File: config.mk
export PLATFORM = sky130hd
export DESIGN_NAME = rand_cell_picker
export DESIGN_NICKNAME = d
export VERILOG_FILES = /design/src/rtl/rand_cell_picker.sv
export SDC_FILE = /design/constraint.sdc
export NUM_CORES = 1
export LEC_CHECK = 0
export CAP_MARGIN = 10
export CORE_MARGIN = 2
export CORE_UTILIZATION = 57
export CTS_BUF_LIST = sky130_fd_sc_hd__clkbuf_4
export CTS_CLUSTER_SIZE = 8
export DETAILED_ROUTE_END_ITERATION = 16
export PLACE_DENSITY = 0.81
export SLEW_MARGIN = 15
export SYNTH_ARGS = -nofsm -noshare
export SYNTH_HDL_FRONTEND = slang
export SYNTH_SLANG_ARGS = --single-unit
File: constraint.sdc
create_clock -name clk -period 9.9 [get_ports clk]
set_clock_uncertainty 0.15 [all_clocks]
set_input_delay 1.485 -clock clk [delete_from_list [all_inputs] [get_ports clk]]
set_output_delay 1.485 -clock clk [all_outputs]
set_load 0.01 [all_outputs]
File: src/rtl/rand_cell_picker.sv
// rand_cell_picker
// Picks a free cell on a ROWS x COLS board, marks it occupied and reports it.
// Each random byte seen while searching gives one candidate (row from bits
// 6:4, column from bits 2:0). Out-of-range or occupied candidates are
// rejected. After MAX_TRIES rejections the search falls back to a linear
// scan of the board, one cell per cycle. This scan always finds a cell,
// because a search only starts while at least one cell is free.
//
// Ports
//   clk       rising-edge clock
//   rst       synchronous active-high reset
//   rand_in   random byte, a new value every cycle
//   req       pick request, sampled only while idle
//   clr       clear the occupancy map, sampled every cycle, beats req
//   busy      a pick is in progress (random sampling or fallback scan)
//   valid     one-cycle pulse, row/col hold a new pick
//   row, col  last picked cell, held until the next valid
//   fail      one-cycle pulse, request refused because the board is full
//   free_cnt  number of unoccupied cells
module rand_cell_picker #(
    parameter int ROWS      = 5,
    parameter int COLS      = 5,
    parameter int MAX_TRIES = 64
) (
    input  logic       clk,
    input  logic       rst,
    input  logic [7:0] rand_in,
    input  logic       req,
    input  logic       clr,
    output logic       busy,
    output logic       valid,
    output logic [2:0] row,
    output logic [2:0] col,
    output logic       fail,
    output logic [6:0] free_cnt
);

    localparam int CELLS = ROWS * COLS;

    typedef enum logic [1:0] {IDLE, SAMPLE, SCAN} state_t;

    state_t      state, state_next;

    // The map is kept at the full 64-cell width so that any 6-bit index can
    // address it directly. Bits at CELLS and above are never set.
    logic [63:0] occ;
    logic [7:0]  tries;
    logic [2:0]  scan_r, scan_c;

    logic [2:0]  cand_r, cand_c;
    logic [5:0]  cand_idx, scan_idx, pick_idx;
    logic        cand_ok;
    logic [2:0]  pick_r, pick_c;
    logic        accept, refuse, start, reject, to_scan, scan_adv;
    logic        unused_rand;

    assign cand_r      = rand_in[6:4];
    assign cand_c      = rand_in[2:0];
    assign unused_rand = rand_in[7] ^ rand_in[3];

    // The range test comes first. An out-of-range index may alias a real
    // cell, but the range test masks that cell.
    assign cand_idx = 6'(cand_r) * 6'(COLS) + 6'(cand_c);
    assign cand_ok  = ({1'b0, cand_r} < 4'(ROWS)) &&
                      ({1'b0, cand_c} < 4'(COLS)) && !occ[cand_idx];

    // The scan keeps row and column counters, so no divider is needed.
    assign scan_idx = 6'(scan_r) * 6'(COLS) + 6'(scan_c);

    assign busy = (state != IDLE);

    always_ff @(posedge clk) begin
        if (rst) state <= IDLE;
        else     state <= state_next;
    end

    always_comb begin
        state_next = state;
        accept     = 1'b0;
        refuse     = 1'b0;
        start      = 1'b0;
        reject     = 1'b0;
        to_scan    = 1'b0;
        scan_adv   = 1'b0;
        pick_r     = cand_r;
        pick_c     = cand_c;
        pick_idx   = cand_idx;
        if (clr) begin
            state_next = IDLE;
        end else begin
            case (state)
                IDLE: begin
                    if (req) begin
                        if (free_cnt != 7'd0) begin
                            start      = 1'b1;
                            state_next = SAMPLE;
                        end else begin
                            refuse = 1'b1;
                        end
                    end
                end
                SAMPLE: begin
                    if (cand_ok) begin
                        accept     = 1'b1;
                        state_next = IDLE;
                    end else if (tries == 8'(MAX_TRIES - 1)) begin
                        to_scan    = 1'b1;
                        state_next = SCAN;
                    end else begin
                        reject = 1'b1;
                    end
                end
                SCAN: begin
                    pick_r   = scan_r;
                    pick_c   = scan_c;
                    pick_idx = scan_idx;
                    if (!occ[scan_idx]) begin
                        accept     = 1'b1;
                        state_next = IDLE;
                    end else begin
                        scan_adv = 1'b1;
                    end
                end
                default: state_next = IDLE;
            endcase
        end
    end

    always_ff @(posedge clk) begin
        if (rst) begin
            occ      <= '0;
            free_cnt <= 7'(CELLS);
            tries    <= '0;
            scan_r   <= '0;
            scan_c   <= '0;
            valid    <= 1'b0;
            fail     <= 1'b0;
            row      <= '0;
            col      <= '0;
        end else begin
            // accept and refuse are already forced low by clr.
            valid <= accept;
            fail  <= refuse;

            if (clr) begin
                occ      <= '0;
                free_cnt <= 7'(CELLS);
            end else if (accept) begin
                occ[pick_idx] <= 1'b1;
                free_cnt      <= free_cnt - 7'd1;
                row           <= pick_r;
                col           <= pick_c;
            end

            if (start)       tries <= '0;
            else if (reject) tries <= tries + 8'd1;

            if (to_scan) begin
                scan_r <= '0;
                scan_c <= '0;
            end else if (scan_adv) begin
                if (scan_c == 3'(COLS - 1)) begin
                    scan_c <= '0;
                    scan_r <= scan_r + 3'd1;
                end else begin
                    scan_c <= scan_c + 3'd1;
                end
            end
        end
    end

endmodule

==> impl_metrics.yaml <==
setup_path:
  cp_slowest_cell: "xor2_1"
  rr_endpoint: "row[0]"
  crit_type: "primary input to register"
  rrSetupSlack_ns: 4.88
  rr_worst_depth: 11
  path_cells: "clkdlybuf4s50_1 -> ha_1 -> ha_1 -> fa_1 -> xor2_1 -> mux2_2 -> nand3_1 -> o41ai_1 -> o31ai_1 -> and3_1 -> o211ai_4 -> buf_4 -> mux2_4"
  cpLargestDelayFamily: "adder cells"
  r2r_start: "scan_r[2]"
  end_kind: "register"
  cpMostUsedCell: "ha_1"
  crit_required_ns: 10.14
  critPathMaxFanout: 70
  slowest_delay_ns: 0.75
  cp_data_arrival_time_ns: 6.24
  crit_path_start_kind: "primary input"
  critPathBufInv: 2
drt:
  drc_errors: 0
  routedWlPerCell_um: 18.4
  drt.antenna.violating_nets: 0
  wl_met3_um: 951
  vias_per_cell: 6.47
  wl_mm: 13.4
  wl_met1_mm: 5.81
  wl_met2_mm: 6.37
  vias: 4705
  drt_iter0_markers: 586
  drtPass1Iterations: 7
  top_layer_used: "met4"
sta:
  relSlewSlack_pct: 26.0
  drv_slew: 0
  hold_slack_ns: 0.328
  period_share_pct: 60.6
  hold_viol: 0
  rsz0062_at_grt: "false"
  worst_slew_pin_slew_ns: 1.11
  fmax_mhz: 167
  setup_viol: 0
  fin_tns_setup_ns: 0
  period_needed_ns: 6.00
clock_network:
  htreeDepth: 3
  cts_buffers: 9
  clkLatencyLatePin_ns: 0.49
  cts_tree: "built"
  postCtsSetupRepairBufs: 0
  ctsHoldBuffers: 0
  post_cts_resize_count: 0
  clock-sinks: 95
  cts.reportedPaths.clkPinSlew_ns: 0.16
  clk_path_buf_depth: 2
  root_buffer: "clkbuf_4"
hold_path:
  hold_depth: 2
  min_path_type: "register to register"
  hold_end: "occ[42]"
  hp-start: "occ[42]"
global_route:
  grt_use_total_pct: 25.6
  grt_remaining_overflow: 0
  grt_pass1_vias: 4525
  grt_start_max_net_pins: 81
  grt_pass1_wl_mm: 22.3
  antenna_found_initial: 0
yosys:
  synthCells: 589
  ys_ff_latch: 95
  synth_nets: 631
  synth-edff-count: 0
  synth.largest_area_cell: "dfxtp_1"
  synth.top_cells.by_count: "108 x nand2_1, 95 x dfxtp_1, 66 x o31ai_1, 28 x ha_1"
  synth_cell_types: 56
  ys_async_sr_fraction_pct: 0
  yosysWarnings: 0
  synth-main-ff-cell: "dfxtp_1"
  avgSynthCellArea_um2: 9.64
  synth-seq-area-share_pct: 33.5
  synth_top_area_share_pct: 33.5
  synthTopCellsByArea: "dfxtp_1 34%, mux4_2 9.9%, o31ai_1 8.7%"
  syn-cell-area_um2: 5680
  post-synth-top-count-cell: "nand2_1"
cells_and_area:
  layout-drive-gt1-share_pct: 10.9
  multi_input_area_um2: 3500
  seqCellArea_um2: 1900
  syn2layout_area_growth_pct: 7.19
  fillCellCount: 818
  diodes: 0
  finalNetCount: 631
die:
  die_w_um: 104
  fp.dieH_um: 104
  rows: 36
  initial_core_util_pct: 58.3
  ios: 28
  die-area_um2: 10800
  coreArea_um2: 9730
pwr:
  cellLeakagePower_nw: 2.34
  power.density_nw_per_um2: 126
  ir_worst_vdd_uv: 118
placement:
  dp.final_hpwl_mm: 9.12
  port_buffers: 25
  place.gp.congestion: 0.892
run_status:
  status: "completed"
flow_run:
  max_cap_violations: 0
## sequential cells by signal, summed over array words and instances, names as in the netlist
name,count
scan_c,3
row,3
state,2
occ,64
tries,8
valid,1
fail,1
scan_r,3
free_cnt,7
col,3
## area by class of cell
| type | instances | area share, % |
|---|---|---|
| clock buffers | 9 | 1.11 |
| clock inverters | 7 | 1.87 |
| inverters | 12 | 0.740 |
| multi-input cells | 441 | 57.5 |
| flip-flops and latches | 95 | 31.3 |
| well taps | 133 | 2.74 |
| repair buffers | 30 | 4.73 |
## worst max-delay path by stage
stage / from / cells past startpoint / endpoint
floorplan: rand_in[4] / 13 / col[0]
global placement: rand_in[6] / 13 / col[1]
detailed placement: rand_in[4] / 13 / row[2]
CTS: rand_in[4] / 13 / row[0]
global route: rand_in[4] / 13 / row[0]
finish: rand_in[4] / 13 / row[0]
## cells in the final DEF, fill, tap and decap left out, types with 11 or more instances in the layout
master	n
ha_1	28
clkdlybuf4s50_1	25
nor2_1	24
mux4_2	25
mux2i_1	25
nand3_1	14
inv_1	12
o31ai_1	66
dfxtp_1	95
a21oi_1	11
nand2_1	108
## power by group
part | internal (mW) | leakage [nW] | switching [mW] | total (mW)
clock network | 0.108 | 0.0958 | 0.152 | 0.261
logic | 0.0363 | 1.48 | 0.0864 | 0.123
registers | 0.383 | 0.765 | 0.000426 | 0.384
## layer usage
layer  track usage (%)  vias up
li1                  -     2196
met1              33.6     2273
met2              42.1      203
met3              5.79       33
met4              8.11        0
met5                 0        -
## per-stage QoR
step	worst slack, ns	cell area, µm²	util, %	power, mW	std cells
after floorplan	4.84	5680	-	0.480	589
after global placement	3.50	5900	60.7	0.507	711
after global routing	3.74	6080	62.5	0.793	727
after detailed placement	3.47	5900	60.7	0.511	711
after CTS	3.99	6080	62.5	0.765	727
final	3.90	6080	62.5	0.767	727
## cell families after synthesis
group / count (synthesis) / share of synthesized area [%]
AND/OR/NAND/NOR: 216 / 18.0
AO/OA/AOI/OAI: 121 / 15.9
flip-flops: 95 / 33.5
multiplexers: 67 / 19.7
buffers and inverters: 53 / 4.94
adder cells (fa/ha/maj): 30 / 6.88
XOR/XNOR: 7 / 1.08
## tightest hold or removal path: stages (launching register included)
cell and delay (ns):
dfxtp_1 0.35, nand2_1 0.05, o31ai_1 0.05
Note: power is estimated with default switching activity, not from simulation.
==> RTL change 1, RTL diff (same settings) <==
The 3 states of `state_t` get a one-hot encoding in 3 bits.
--- a/src/rtl/rand_cell_picker.sv
+++ b/src/rtl/rand_cell_picker.sv
@@ -37,7 +37,7 @@
 
     localparam int CELLS = ROWS * COLS;
 
-    typedef enum logic [1:0] {IDLE, SAMPLE, SCAN} state_t;
+    typedef enum logic [2:0] {IDLE = 3'b001, SAMPLE = 3'b010, SCAN = 3'b100} state_t;
 
     state_t      state, state_next;
 
Behaviour: same outputs for any inputs over 4 cycles, from zero or initial values and one cycle with rst high; so few cycles prove little.
==> RTL change 1 against the unedited design <==
Worst setup slack improved by 0.089 ns. Synthesized cell count fell by 5.9%. Synthesized area fell by 1.6%. Sequential cell count rose by 1. Count of clock-buffer cells in the layout rose by 1. Wire length is 2.1% higher. Sequential power is 1% higher. Final area is 1.9% lower. Power shrank 5.6%. Largest cell class unchanged.
==> RTL change 1: results (changes against the unedited design) <==
metric,value,unit,change
insertion_delay,0.47,ns,-0.02 ns
vdd_drop_max,0.08367,mV,-29%
status,completed,,
ys_types,56,,unchanged
yosys-top-cells-area,"dfxtp_1 (34%), a32o_1 (11%), mux4_2 (8.5%)",,
placedCellCount,680,,-4.4%
seq_area_frac_synth,34.40,%,+0.89 points
cts_resized,0,,unchanged
clk_pin_slew_worst_paths,0.16,ns,about the same
synth_compound_area_share,20.67,%,+4.8 points
leakage,2.179,nW,-6.9%
drt_wl_total,13680,um,+2.1%
cts_setup_buffers,0,,unchanged
synthArstFlopShare,0,%,unchanged
via_per_inst,6.879,,+6.3%
nNetsFinal,596,,-5.5%
synth_xor_xnor_area_share,0.9183,%,-0.16 points
drtIter0Drc,394,,-33%
grt_pass1_wl,21810,um,-2.1%
grt_usage,26.68,%,+1.1 points
cts_made_buffers,9,,unchanged
drive_above_1_share,9.947,%,-1.0 points
cts_root_buf,clkbuf_4,,
clock_path_buffers,2,,unchanged
synthMuxAreaShare,16.71,%,-3.0 points
first_global_vias,4512,,-0.29%
min_path_type,flop to flop,,
synth-adder-area-share,6.092,%,-0.79 points
synth_commonest_cells,"dfxtp_1 (96), a32o_1 (64), nor2_1 (39)",,
insertedDiodeCount,0,,unchanged
slew-limit-headroom,28.08,%,+2.1 points
ys_warn_count,0,,unchanged
crit_arrival,6.15,ns,-0.09 ns
hpwl,9543,um,+4.6%
drt-pass1-iter-count,6,,-1
antenna_found_initial,0,,unchanged
grt_max_degree,75,,-7.4%
route.detailed.drc,0,,unchanged
portBuffers,25,,unchanged
overflow,0,,unchanged
finalWeightedCongestion,0.9448,,+5.9%
syn-num-nets,592,,-6.2%
wl_per_cell,19.65,um,+6.6%
syn_inst,554,,-5.9%
htreeDepth,3,,unchanged
critPathMaxFanout,67,,-4.3%
synth_top_family_by_area,compound AO/OA/AOI/OAI gates,,
reg_top3,"occ x64, tries x8, free_cnt x7",,
[RTL change 1: cell count changes after synthesis, moves of 5 or more]
cell and delta:
nor2_1 +14, a221oi_1 +5, a21oi_1 +11, nand3_1 +15, xor2_1 -5, mux2_4 -6
a21o_1 -5, a32o_1 +64, nand2_1 -72, o21ai_0 +5, nand2b_1 -5, buf_2 -5
o31ai_1 -63
[RTL change 1: layout make-up]
cell class | instances | area, sq um
sequential | 96 | 1922
clock inverter | 6 | 60.06
multi-input combinational | 404 | 3388
clock buffer | 10 | 75.07
tap | 133 | 166.4
timing repair buffer | 31 | 295.3
fill | 831 | 3672
inverter | 16 | 60.06
[RTL change 1: path summary, 6_finish.rpt]
| path | from | slack (ns) | cells after the start | to |
|---|---|---|---|---|
| worst min-delay path | col[1] | 0.33 | 2 | col[1] |
| worst min register to register | col[1] | 0.33 | 2 | col[1] |
| worst max-delay path | rand_in[4] | 3.99 | 12 | occ[60] |
| worst max register to register | scan_r[0] | 4.84 | 11 | occ[60] |
[RTL change 1: kinds of logic after synthesis]
logic type,Yosys count
xor+xnor,5
compound gates,143
buf+inv,54
mux,55
simple gates,175
fa+ha+maj,26
flops,96
[RTL change 1: metal layers]
layer | GRT usage [%] | wire length [um] | vias to the layer above
met5 | 0 | 0 | -
met4 | 14.57 | 496 | 0
met3 | 3.797 | 961 | 45
met2 | 44.16 | 6637 | 238
met1 | 33.65 | 5580 | 2307
li1 | - | - | 2198
[RTL change 1: worst max-delay path: stages]
cell and delay [ns]:
clkdlybuf4s50_1 0.50, ha_1 0.34, ha_1 0.32, fa_1 0.93
mux4_1 0.39, mux2_2 0.29, nand4_1 0.12, o211ai_2 0.14
nor4b_4 0.50, or2_2 0.26, buf_4 0.55, a32o_1 0.27
[RTL change 1: power by group]
group          internal (mW)  switching [mW]
clock network         0.0789           0.133
logic                 0.0376          0.0864
registers              0.387        0.000514
[RTL change 1: metrics by stage]
| stage | setup slack [ns] | cell area, sq um | hold slack (ns) |
|---|---|---|---|
| floorplan | 5.059 | 5587 | 0.2880 |
| global placement | 3.649 | 5827 | 0.3017 |
| detailed placement | 3.604 | 5827 | 0.3088 |
| CTS | 4.036 | 5962 | 0.3293 |
| global route | 3.739 | 5967 | 0.3374 |
| finish | 3.987 | 5967 | 0.3277 |
==> RTL change 2, RTL diff (same flow settings) <==
Without the edit above. `MAX_TRIES`: 64 -> 48.
--- a/src/rtl/rand_cell_picker.sv
+++ b/src/rtl/rand_cell_picker.sv
@@ -20,7 +20,7 @@
 module rand_cell_picker #(
     parameter int ROWS      = 5,
     parameter int COLS      = 5,
-    parameter int MAX_TRIES = 64
+    parameter int MAX_TRIES = 48
 ) (
     input  logic       clk,
     input  logic       rst,
Formal check against the unedited RTL: no difference found for any inputs over 4 cycles, from zero or initial values and one cycle with rst high; that may be too few to reach the edited logic, so the function may still have changed.
==> RTL change 2 against the unedited design <==
Sequential cell count is the same. Wire length up 11%. Worst setup slack improved by 0.040 ns. First-iteration DRC count down 1.5%. Critical path depth down 2. Final area is 2.8% higher. Register-to-register slack better by 0.46 ns. Die area grew 4.1%. Synthesized area grew 4.3%. Non-clock buffer count decreased by 3. Global-route usage up 1.6 points. Power shrank 4.0%. Largest cell class unchanged.
==> RTL change 2: results (changes against the unedited design) <==
metric,value,unit,change
clock_path_buffers,2,,unchanged
antenna_found_initial,0,,unchanged
tightest_slew,1.199,ns,+0.08938 ns
leakage,2.183,nW,-6.7%
drtIter0Drc,577,,-1.5%
yosys-top-cells-area,"dfxtp_1 (32%), mux4_2 (8.0%), nand2_1 (6.9%)",,
drt_wl_total,14890,um,+11%
cts_made_buffers,9,,unchanged
reg_top3,"occ x64, tries x8, free_cnt x7",,
via_per_inst,6.702,,+3.6%
synthArstFlopShare,0,%,unchanged
cts_resized,0,,unchanged
vdd_drop_max,0.08169,mV,-31%
grt_max_degree,71,,-12%
insertedDiodeCount,0,,unchanged
portBuffers,25,,unchanged
grt_usage,27.15,%,+1.6 points
cp-end-kind,flop,,
min_path_type,flop to flop,,
ctsHoldBuffers,0,,unchanged
timing.rr.end,row[1],,
syn-num-nets,690,,+9.4%
seq_area_frac_synth,32.14,%,-1.4 points
hpwl,10360,um,+14%
timing.rr.start,scan_r[2],,
first_global_vias,5117,,+13%
placedCellCount,763,,+7.3%
status,completed,,
r2r_slack,5.34,ns,+0.46 ns
htreeDepth,3,,unchanged
cts_root_buf,clkbuf_4,,
insertion_delay,0.45,ns,-0.04 ns
crit_start,rand_in[6],,
cts_setup_buffers,0,,unchanged
yosys_most_used_dff,dfxtp_1,,
crit_arrival,6.17,ns,-0.07 ns
fp.coreArea,0.01018,sq mm,+4.7%
synth_commonest_cells,"nand2_1 (109), dfxtp_1 (95), o31ai_1 (52)",,
ys_warn_count,0,,unchanged
finalWeightedCongestion,0.9194,,+3.1%
reg2reg_depth,11,,unchanged
ys_types,63,,+13%
syn_avg_cell_area,9.131,sq um,-5.2%
drt-pass1-iter-count,7,,unchanged
clk_pin_slew_worst_paths,0.16,ns,about the same
drive_above_1_share,10.11,%,-0.83 points
critPathMaxFanout,70,,unchanged
yosysTopAreaCellShare,32.14,%,-1.4 points
wl_per_cell,19.12,um,+3.7%
nNetsFinal,680,,+7.8%
ant_nets,0,,unchanged
grt_pass1_wl,24850,um,+11%
[RTL change 2: through the flow]
| step | utilization, % | worst slack, ns | area, sq um |
|---|---|---|---|
| final | 61.41 | 3.938 | 6255 |
| after CTS | 61.39 | 3.985 | 6252 |
| after global placement | 59.86 | 3.516 | 6097 |
| after floorplan | - | 4.888 | 5917 |
| after detailed placement | 59.86 | 3.492 | 6097 |
| after global routing | 61.41 | 3.626 | 6255 |
[RTL change 2: area by class of cell]
class	count	area, sq um
clock buffers	9	67.56
clock inverters	7	87.58
fillers	868	3930
inverters	14	52.55
multi-input cells	491	3710
flip-flops and latches	95	1902
well taps	136	170.2
repair buffers	27	265.3
[RTL change 2: how the worst min path moves through the flow]
| stage | slack, ns | cells past startpoint | start | endpoint |
|---|---|---|---|---|
| finish | 0.33 | 2 | occ[36] | occ[36] |
| global route | 0.35 | 2 | occ[36] | occ[36] |
| CTS | 0.33 | 2 | occ[36] | occ[36] |
| detailed placement | 0.31 | 2 | occ[42] | occ[42] |
| global placement | 0.30 | 2 | occ[32] | occ[32] |
| floorplan | 0.28 | 2 | occ[59] | occ[59] |
[RTL change 2: cell families after synthesis]
group	Yosys count	synth area share, %
buffers and inverters	62	5.519
and+or+nand+nor	246	19.94
muxes	53	16.22
AOI/OAI and AO/OA	157	18.59
adders and majority gates	30	6.598
DFF	95	32.14
xor gates and xnor gates	5	0.9939
[RTL change 2: per-layer routing]
metal / global-route usage [%] / share of wire, % / up-vias / wire length [um]
li1: - / - / 2404 / -
met1: 34.79 / 42 / 2504 / 6209
met2: 46.13 / 49 / 258 / 7325
met3: 3.834 / 6.4 / 55 / 949
met4: 11.00 / 2.8 / 0 / 410
met5: 0 / 0 / - / 0
[RTL change 2: critical path, stage by stage]
cell             delay, ns
clkdlybuf4s50_1       0.54
ha_1                  0.26
ha_1                  0.32
fa_1                  0.76
a2111oi_0             0.74
nor4_1                0.13
o32ai_1               0.56
and4_1                0.49
o21ai_4               0.09
buf_4                 0.33
mux2_4                0.39
[RTL change 2: power by group]
group | internal [mW] | switching [mW]
Clock | 0.0830 | 0.147
Sequential | 0.383 | 0.000465
Combinational | 0.0356 | 0.0868
